`config.mk`:
```
export PLATFORM = sky130hd
export DESIGN_NAME = add_chain_pipe
export DESIGN_NICKNAME = d
export VERILOG_FILES = /design/src/rtl/add_chain_pipe.sv
export SDC_FILE = /design/constraint.sdc
export NUM_CORES = 1
export LEC_CHECK = 0
export CORE_MARGIN = 8
export CORE_UTILIZATION = 50
export DETAILED_ROUTE_END_ITERATION = 10
export GPL_ROUTABILITY_DRIVEN = 0
export PLACE_DENSITY = 0.76
export SETUP_SLACK_MARGIN = 0.02
export SLEW_MARGIN = 30
export SYNTH_ARGS = -nofsm -noshare
export SYNTH_HDL_FRONTEND = slang
export SYNTH_SLANG_ARGS = --single-unit
export TNS_END_PERCENT = 50
```
`constraint.sdc`:
```
create_clock -name clk -period 4.71 [get_ports clk]
set_clock_uncertainty 0.1 [all_clocks]
set_input_delay 0.942 -clock clk [delete_from_list [all_inputs] [get_ports clk]]
set_output_delay 0.942 -clock clk [all_outputs]
set_load 0.05 [all_outputs]
```
`src/rtl/add_chain_pipe.sv`:
```
// add_chain_pipe: 3-stage registered add chain (2x, 3x, 4x) with
// valid/ready on both sides and a delivered-result counter.
module add_chain_pipe #(
  parameter int W     = 8,
  parameter int CNT_W = 16
) (
  input  logic             clk,
  input  logic             rst,
  input  logic             in_valid,
  output logic             in_ready,
  input  logic [W-1:0]     in_data,
  output logic             out_valid,
  input  logic             out_ready,
  output logic [W-1:0]     out_d1,
  output logic [W-1:0]     out_d2,
  output logic [W-1:0]     out_d3,
  output logic [CNT_W-1:0] out_count
);

  logic             v1_q, v2_q, v3_q;
  logic             v1_d, v2_d, v3_d;
  logic [W-1:0]     x1_q, s1_1_q;
  logic [W-1:0]     x1_d, s1_1_d;
  logic [W-1:0]     x2_q, s1_2_q, s2_2_q;
  logic [W-1:0]     x2_d, s1_2_d, s2_2_d;
  logic [W-1:0]     s1_3_q, s2_3_q, s3_3_q;
  logic [W-1:0]     s1_3_d, s2_3_d, s3_3_d;
  logic [CNT_W-1:0] cnt_q, cnt_d;

  logic mv1, mv2, mv3;
  logic ld1, ld2, ld3;
  logic acc;

  // Ready chain runs from the output back to the input so a full
  // pipe can drain and refill in the same cycle without a bubble.
  always_comb begin
    mv3 = v3_q & out_ready;
    ld3 = ~v3_q | mv3;
    mv2 = v2_q & ld3;
    ld2 = ~v2_q | mv2;
    mv1 = v1_q & ld2;
    ld1 = ~v1_q | mv1;
    acc = in_valid & ld1;
  end

  // Next-state: each stage loads when empty or when its contents leave.
  always_comb begin
    v1_d   = v1_q;
    v2_d   = v2_q;
    v3_d   = v3_q;
    x1_d   = x1_q;
    s1_1_d = s1_1_q;
    x2_d   = x2_q;
    s1_2_d = s1_2_q;
    s2_2_d = s2_2_q;
    s1_3_d = s1_3_q;
    s2_3_d = s2_3_q;
    s3_3_d = s3_3_q;
    cnt_d  = cnt_q;
    if (ld1) v1_d = in_valid;
    if (acc) begin
      x1_d   = in_data;
      s1_1_d = in_data + in_data;
    end
    if (ld2) v2_d = v1_q;
    if (mv1) begin
      x2_d   = x1_q;
      s1_2_d = s1_1_q;
      s2_2_d = s1_1_q + x1_q;
    end
    if (ld3) v3_d = v2_q;
    if (mv2) begin
      s1_3_d = s1_2_q;
      s2_3_d = s2_2_q;
      s3_3_d = s2_2_q + x2_q;
    end
    if (mv3) cnt_d = cnt_q + {{(CNT_W-1){1'b0}}, 1'b1};
  end

  // State registers; reset clears everything at once.
  always_ff @(posedge clk or posedge rst) begin
    if (rst) begin
      v1_q   <= 1'b0;
      v2_q   <= 1'b0;
      v3_q   <= 1'b0;
      x1_q   <= '0;
      s1_1_q <= '0;
      x2_q   <= '0;
      s1_2_q <= '0;
      s2_2_q <= '0;
      s1_3_q <= '0;
      s2_3_q <= '0;
      s3_3_q <= '0;
      cnt_q  <= '0;
    end else begin
      v1_q   <= v1_d;
      v2_q   <= v2_d;
      v3_q   <= v3_d;
      x1_q   <= x1_d;
      s1_1_q <= s1_1_d;
      x2_q   <= x2_d;
      s1_2_q <= s1_2_d;
      s2_2_q <= s2_2_d;
      s1_3_q <= s1_3_d;
      s2_3_q <= s2_3_d;
      s3_3_q <= s3_3_d;
      cnt_q  <= cnt_d;
    end
  end

  assign in_ready  = ld1;
  assign out_valid = v3_q;
  assign out_d1    = s1_3_q;
  assign out_d2    = s2_3_q;
  assign out_d3    = s3_3_q;
  assign out_count = cnt_q;

endmodule

```
Yosys cells after proc, flatten, opt, wreduce, memory -nomap -nowiden

Index checks and enable logic that the tools add are counted.

Output and inout port bits: 42
Input port bits: 12
Logic and storage cells: 26
Flip-flop bits (word level): 83

Bitwise operators: 10
Add/subtract/negate cells: 4

Operators with widths:

| kind                                          | count |
|---|---|
| adder 8 bit                                   | 3 |
| adder 16 x 1 -> 16 bit, second input constant | 1 |
| AND 1 bit                                     | 4 |
| inverter 1 bit                                | 3 |
| bitwise OR 1 bit                              | 3 |

Depth between registers and ports, before layout

Gate-level depths: netlist (run 1).

Depth after elaboration: 7
Depth in mapped cells: 7
Mapped depth without buffers: 7

Least setup slack after synthesis (run 1)

Ideal clock, no wire load.

Kind: input -> output
From: input out_ready
To: output in_ready
Required time: 3.668 ns
Cell stages on the path: 2
Path buffers: 0
Arrival: 1.509 ns
Path slack: 2.159 ns
Cell sequence: nor2b_1 > nand3_1

Longest elaborated chain between the ends: 6

Ends and longest elaborated chain:

| element          | RTL line | RTL |
|---|---|---|
| start, declared  | 13       | `input logic out_ready,` |
| AND 1 bit        | 37       | `mv3 = v3_q & out_ready;` |
| bitwise OR 1 bit | 38       | `ld3 = ~v3_q \| mv3;` |
| AND 1 bit        | 39       | `mv2 = v2_q & ld3;` |
| bitwise OR 1 bit | 40       | `ld2 = ~v2_q \| mv2;` |
| AND 1 bit        | 41       | `mv1 = v1_q & ld2;` |
| bitwise OR 1 bit | 42       | `ld1 = ~v1_q \| mv1;` |
| end, declared    | 10       | `output logic in_ready,` |

No other way between the ends.

Final worst setup path (run 1)

Ends and elaborated chain as after synthesis.

==> results of run 1 <==
-- layer usage --
metal	vias up	GRT usage [%]	wire, um
met4	0	9.36	161
li1	1065	-	-
met5	-	0	0
met1	1014	18.1	2860
met3	10	3.94	263
met2	35	22.9	2890
-- power breakdown --
group	switching [W]	internal (W)
Sequential	0.000135	0.000705
Clock	0.000204	0.000356
Combinational	0.000716	0.000455
Total	0.00106	0.00152
-- cells in the mapped netlist, drive strengths merged (4+ instances only) --
cell     n  area, um2
xnor2   10       87.6
mux2    27        304
nor2b    4       25.0
nand4    5       37.5
nor2     7       26.3
nand2   27        106
nand4b   4       35.0
and3     4       30.0
a211oi   4       35.0
buf     10       78.8
ha      13        163
xor2    10       87.6
inv     12       45.0
o21ai   16       80.1
nand3   11       55.1
dfrtp   63       1580
-- critical path, stage by stage --
cell             delay, ns
clkdlybuf4s50_1       0.54
nor2b_1               0.08
nand3_1               0.16
clkdlybuf4s50_1       0.84
-- kinds of logic (layout without fill, tap and decap cells) --
logic type / count (synthesis) / after routing / synth area share, %
AOI/OAI and AO/OA: 44 / 44 / 9.53
other: 1 / 2 / 0.120
and+or+nand+nor: 77 / 77 / 13.8
adders and majority gates: 15 / 15 / 6.49
buffers and inverters: 22 / 80 / 3.96
xor gates and xnor gates: 20 / 20 / 5.60
muxes: 28 / 28 / 10.0
DFF: 63 / 63 / 50.4
-- state kept, by name, indices dropped and copies added, names as in the netlist --
name	count
out_count	16
out_valid	1
out_d3	7
v1_q	1
s2_2_q	7
x1_q	8
v2_q	1
out_d1	7
out_d2	7
x2_q	8
-- area by class of cell --
| type | instances | area (um2) |
|---|---|---|
| fillers | 482 | 2300 |
| multi-input cells | 186 | 1430 |
| flip-flops and latches | 63 | 1580 |
| well taps | 77 | 96.3 |
| inverters | 12 | 46.3 |
| clock inverters | 2 | 60.1 |
| clock buffers | 14 | 183 |
| repair buffers | 52 | 518 |
-- layout by cell type (no fill, tap or decap), drive strengths merged, types with 2 or more instances in the layout --
master / synthesis / layout
o21a: 3 / 3
dfrtp: 63 / 63
o21bai: 3 / 3
a21o: 3 / 3
bufinv: 0 / 2
nor4: 2 / 2
nand4: 5 / 5
mux2: 27 / 27
ha: 13 / 13
nand2: 27 / 27
conb: 1 / 2
nor2b: 4 / 4
clkdlybuf4s50: 0 / 51
fa: 2 / 2
a211oi: 4 / 4
clkbuf: 0 / 14
a21oi: 3 / 3
o21ai: 16 / 16
inv: 12 / 11
nor3b: 2 / 2
xor2: 10 / 10
nand4b: 4 / 4
xnor2: 10 / 10
nand2b: 3 / 3
nand3: 11 / 11
and3: 4 / 4
o31ai: 3 / 3
nor2: 7 / 7
o2111ai: 2 / 2
-- through the flow --
step | area, um2 | hold WS, ns | power [W] | setup WS (ns)
after detailed placement | 3660 | 0.369 | 0.00203 | 1.10
after floorplan | 3130 | 0.371 | 0.00168 | 2.10
after global routing | 3910 | 0.418 | 0.00272 | 1.05
after global placement | 3660 | 0.360 | 0.00201 | 1.11
after CTS | 3910 | 0.377 | 0.00260 | 1.10
final | 3910 | 0.371 | 0.00257 | 1.11
-- worst min path at each step --
stage,endpoint,slack [ns],depth (start not counted)
global route,out_d3[4],0.42,1
CTS,out_count[15],0.38,1
finish,out_count[15],0.37,1
floorplan,s2_2_q[5],0.37,2
global placement,out_count[15],0.36,1
detailed placement,out_count[15],0.37,1
==> run metrics, run 1 <==
status finished clean; Primary FF master, synth dfrtp_1; Worst R2R Start out_valid; drt via density 5.23; crit end category primary output; slew at the pin closest to its max-slew limit 0.710 ns; pins over their slew limit 0; Worst-Skew Late Latency 0.34 ns; RSZ-0062 raised after global routing false; H-tree levels 3; Total Routed Length 6180 um; Die W 95.1 um; fmax 278 MHz; first-pass GRT wire length 10300 um; Reg clk slew, reported paths 0.07 ns; # IOs 54; Sink Count 63; Pleak 1.72 nW; area delta synth->final 25.1%; post-cts hold buffer count 0; iteration-0 DRC count of the detailed router 89; Die H 95.1 um; Syn Inst Count 270; initial antenna violation count 0; CTS tree done; Setup crit end in_ready; fin crit period 3.60 ns; gr usage total 14.8%; fin cells 406; Resize count post-CTS 0; Root Driver clkbuf_8; Initial Util 50.4%; routed len/inst 15.2 um; vias in the first global route 2135; Slew Limit Headroom 52.6%; Fin Setup TNS 0 ns; Core Rows 29; Die Area 0.00904 mm2; Yosys cell types 50; synthesized area 0.00313 mm2; remaining antenna violation count 0; setup bufs post-CTS 0; Num CTS Buffers 9; MaxCap Viol Count 0; WP data required 3.67 ns; flop2flop setup slack 2.66 ns; DR vias 2124; drc violations 0; fraction of layout cells with a size suffix above 1 16.1%; post-layout util 63.0%; Final nets 351; DP Cell Count 390; largest net degree at the start of global routing 42; Final HPWL DP 4550 um; CORE AREA 0.00620 mm2; R2R cell count 4; Worst Path Arrival 2.56 ns; crit share post-route 76.4%; ys async rst share 100%; min-delay src out_count[15]; ant diodes 0; EDFF count, synth 0; Yosys reg bits 63; drt pass-1 iters 4; Setup Viol. Count Final 0; worst hold path class register to register; Clock Tree Buf Depth 2; GRT overflow 0; startpoint types primary input; Hold Vio Cnt, Final 0; peak supply drop 383 uV; yosys warns 0; Seq/Total Area, Yosys 50.4%; CP max FO 5; Pwr Density 658 mW/mm2; CP startpoint out_ready; Synth Area per Inst 11.6 um2; port buffer count 51; WS Path Type primary input to primary output; R2R Path End out_d3[6]
Power figures use the tool's default switching activity.
==> inputs of run 2 (changes only) <==
Settings changed: CORE_UTILIZATION 50 to 48.
Clock period 4.71 ns to 3.14 ns, I/O delays scaled along.
==> run metrics, run 2 (same netlist as run 1, synthesis figures left out) <==
status finished clean; fraction of layout cells with a size suffix above 1 16.7%; gr usage total 14.0%; port buffer count 51; setup slack after layout 0.675 ns; Setup Viol. Count Final 0; pins over their slew limit 0; Sink Count 63; area delta synth->final 25.1%; initial antenna violation count 0; R2R Path End s2_2_q[7]; Resize count post-CTS 0; CTS tree done; peak supply drop 580 uV; DR vias 2159; Die Area 0.00935 mm2; Core Rows 29; Crit path max-delay family buffers and inverters; post-cts hold buffer count 0; drc violations 0; Worst Path Arrival 1.74 ns; Total Routed Length 6100 um; area of the multi-input gates 0.00143 mm2; ant diodes 0; CP max FO 5; drt pass-1 iters 4; CP startpoint out_ready; Die W 96.7 um; Initial Util 49.5%; Crit path depth 4; slowest stage delay, CP 0.48 ns; iteration-0 DRC count of the detailed router 74; Root Driver clkbuf_8; number of flip-flops under the largest register name 16; crit end category primary output; H-tree levels 3; fin crit period 2.47 ns; routed len/inst 15.0 um; Setup WS pre-CTS 0.608 ns; Slew Limit Headroom 64.6%; vias in the first global route 2165; largest net degree at the start of global routing 48; Pwr Density 964 mW/mm2; Num CTS Buffers 9; WP data required 2.41 ns; MaxCap Viol Count 0; Worst-Skew Late Latency 0.33 ns; R2R cell count 7; GRT overflow 0; setup bufs post-CTS 0; drt via density 5.32; Hold Vio Cnt, Final 0; RSZ-0062 raised after global routing false; crit share post-route 78.5%; remaining antenna violation count 0; Worst R2R Start x1_q[1]; Final nets 352; sequential cell area 0.00158 mm2; Slowest-stage cell, CP clkdlybuf4s50_1; Fin Setup TNS 0 ns; most frequent cells in the layout 63 x dfrtp_1, 50 x clkdlybuf4s50_1, 27 x mux2_2, 25 x nand2_1, 15 x o21ai_0; DP Cell Count 391; CP Buf/Inv Count 2; Clock Tree Buf Depth 2; Final HPWL DP 4650 um; slew at the pin closest to its max-slew limit 0.530 ns; FILL cells 518; Die H 96.7 um; worst hold path class register to register; WS Path Type primary input to primary output; Reg clk slew, reported paths 0.06 ns; Setup crit end in_ready; startpoint types primary input; first-pass GRT wire length 10900 um; # IOs 54; fin cells 406; flop2flop setup slack 1.10 ns; min-delay src out_count[15]; fmax 406 MHz; Cell Chain, Critical Path clkdlybuf4s50_1, nor2b_1, nand3_1, buf_12; Pleak 1.73 nW; leading cell type in the layout, fill and taps excluded dfrtp_1; CORE AREA 0.00631 mm2
-- run 2: changes by cell type in the layout (fill, tap and decap cells not counted), sizes merged --
cell	previous run	this run
clkbuf	14	13
buf	1	3
clkinv	1	0
inv	11	12
bufinv	2	1
clkinvlp	0	1
clkdlybuf4s50	51	50
-- run 2: final cells by class --
type	instances	area share, %
sequential	63	40.3
multi-input combinational	186	36.5
timing repair buffer	53	14.0
clock buffer	13	4.57
tap	77	2.46
inverter	12	1.15
clock inverter	2	0.960
-- run 2: stage by stage --
stage / cell area, um2 / utilization [%] / power [W] / hold slack, ns
global route: 3910 / 62.0 / 0.00401 / 0.384
finish: 3910 / 62.0 / 0.00377 / 0.368
detailed placement: 3690 / 58.5 / 0.00306 / 0.362
global placement: 3690 / 58.5 / 0.00302 / 0.359
floorplan: 3130 / - / 0.00252 / 0.371
CTS: 3910 / 62.0 / 0.00381 / 0.375
-- run 2: layer usage --
layer	routed length [um]	part of all wire [%]	global-route usage [%]
met1	2860	47	18.1
met2	2870	47	21.1
met3	249	4.1	4.34
met4	121	2.0	5.80
met5	0	0	0
-- run 2: worst min-delay path by stage --
stage / end / slack, ns / cells past startpoint
detailed placement: out_count[15] / 0.36 / 1
floorplan: s2_2_q[5] / 0.37 / 2
global route: out_count[15] / 0.38 / 1
global placement: out_count[15] / 0.36 / 1
CTS: out_count[15] / 0.37 / 1
finish: out_count[15] / 0.37 / 1
-- run 2: worst reg2reg max path, delay by kind of cell (launching register included) --
kind                     cells  cell delay, ns
AO/OA/AOI/OAI                3            0.59
flip-flops                   1            0.39
buffers and inverters        1            0.06
adder cells (fa/ha/maj)      2            0.62
AND/OR/NAND/NOR              1            0.21
-- run 2: power by group --
part	internal [W]	total [W]	switching, W
Sequential	0.00106	0.00126	0.000205
Clock	0.000449	0.000739	0.000291
Combinational	0.000691	0.00177	0.00108
Total	0.00220	0.00377	0.00157
==> inputs of run 3 (changes only) <==
Clock period 3.14 ns to 2.2 ns, I/O delays scaled along.
==> run metrics, run 3 (same netlist as run 1, synthesis figures left out) <==
status finished clean; Die H 96.7 um; Pwr Density 1320 mW/mm2; Worst Path Arrival 1.60 ns; number of flip-flops under the largest register name 16; # IOs 54; Clock Tree Buf Depth 2; Initial Util 49.5%; remaining antenna violation count 0; largest net degree at the start of global routing 29; drt pass-1 iters 4; fin crit period 2.14 ns; fmax 467 MHz; Fin Setup TNS 0 ns; Slowest-stage cell, CP clkdlybuf4s50_1; Setup Viol. Count Final 0; CP Buf/Inv Count 1; WS Path Type register to primary output; iteration-0 DRC count of the detailed router 65; peak supply drop 820 uV; Slew Limit Headroom 64.5%; RSZ-0062 raised after global routing true; Final nets 360; MaxCap Viol Count 0; worst hold path class primary input to asynchronous set/reset pin; gr usage total 13.7%; Die W 96.7 um; Core Rows 29; Total Routed Length 6280 um; Pleak 1.79 nW; crit share post-route 97.4%; Final HPWL DP 4860 um; vias in the first global route 2285; post-layout util 62.1%; Cell Chain, Critical Path clkdlybuf4s50_1; GRT overflow 0; area delta synth->final 25.5%; power after layout 0.00517 W; Die Area 0.00935 mm2; WP data required 1.66 ns; R2R cell count 5; Crit path depth 1; Crit path max-delay family buffers and inverters; DR vias 2211; drt via density 5.35; Resize count post-CTS 1; slowest stage delay, CP 0.85 ns; startpoint types register; first-pass GRT wire length 10600 um; drc violations 0; slew at the pin closest to its max-slew limit 0.531 ns; routed len/inst 15.2 um; Worst R2R Start x2_q[5]; Num CTS Buffers 9; CORE AREA 0.00631 mm2; crit end category primary output; most frequent cells in the layout 63 x dfrtp_1, 46 x clkdlybuf4s50_1, 27 x mux2_2, 25 x nand2_1, 15 x o21ai_0; fraction of layout cells with a size suffix above 1 18.8%; Root Driver clkbuf_8; CTS tree done; H-tree levels 3; post-cts hold buffer count 0; pins over their slew limit 0; Worst-Skew Late Latency 0.34 ns; Sink Count 63; Reg clk slew, reported paths 0.06 ns; leading cell type in the layout, fill and taps excluded dfrtp_1; CP max FO 6; setup bufs post-CTS 0; initial antenna violation count 0; port buffer count 51; ant diodes 0; Hold Vio Cnt, Final 0; CP startpoint out_valid
run 3: changes by cell type in the layout (fill, tap and decap cells not counted), moves of 2 or more:
cell | before | now
buf_4 | 1 | 9
clkbuf_8 | 13 | 9
clkdlybuf4s50_1 | 50 | 46
clkinv_2 | 0 | 2
dlymetal6s2s_1 | 0 | 3
run 3: final timing paths:
check | slack [ns] | endpoint
min in group clk | 0.37 | out_count[15]
worst max-delay path | 0.06 | out_valid
worst min-delay path | 0.32 | out_count[14]
worst min register to register | 0.37 | out_count[15]
worst max register to register | 0.17 | out_d3[7]
max in group asynchronous | 1.20 | s2_2_q[2]
run 3: per-layer routing:
metal	wire, um	global-route usage, %	vias up
met5	0	0	-
met4	129	7.46	0
met3	267	3.84	10
met2	3010	22.1	39
met1	2870	16.1	1079
li1	-	-	1083
run 3: final cells by class:
| cell class | instances | area (um2) |
|---|---|---|
| Timing Repair Buffer | 61 | 614 |
| Inverter | 12 | 45.0 |
| Clock buffer | 10 | 128 |
| Tap cell | 77 | 96.3 |
| Sequential cell | 63 | 1580 |
| Fill cell | 521 | 2390 |
| Multi-Input combinational cell | 186 | 1440 |
| Clock inverter | 4 | 25.0 |
run 3: metrics by stage:
step | hold slack (ns) | instances | instance area [um2] | worst slack (ns)
after floorplan | 0.371 | 271 | 3130 | 0.0903
final | 0.317 | 413 | 3920 | 0.0565
after detailed placement | 0.366 | 399 | 3760 | 0.0660
after global routing | 0.342 | 413 | 3920 | 0.0107
after CTS | 0.319 | 413 | 3910 | 0.0246
after global placement | 0.360 | 399 | 3760 | 0.102
run 3: power breakdown:
group / total [W] / switching (W) / internal (W)
Combinational: 0.00254 / 0.00155 / 0.000998
Sequential: 0.00180 / 0.000296 / 0.00151
Clock: 0.000817 / 0.000426 / 0.000391
Total: 0.00517 / 0.00227 / 0.00290
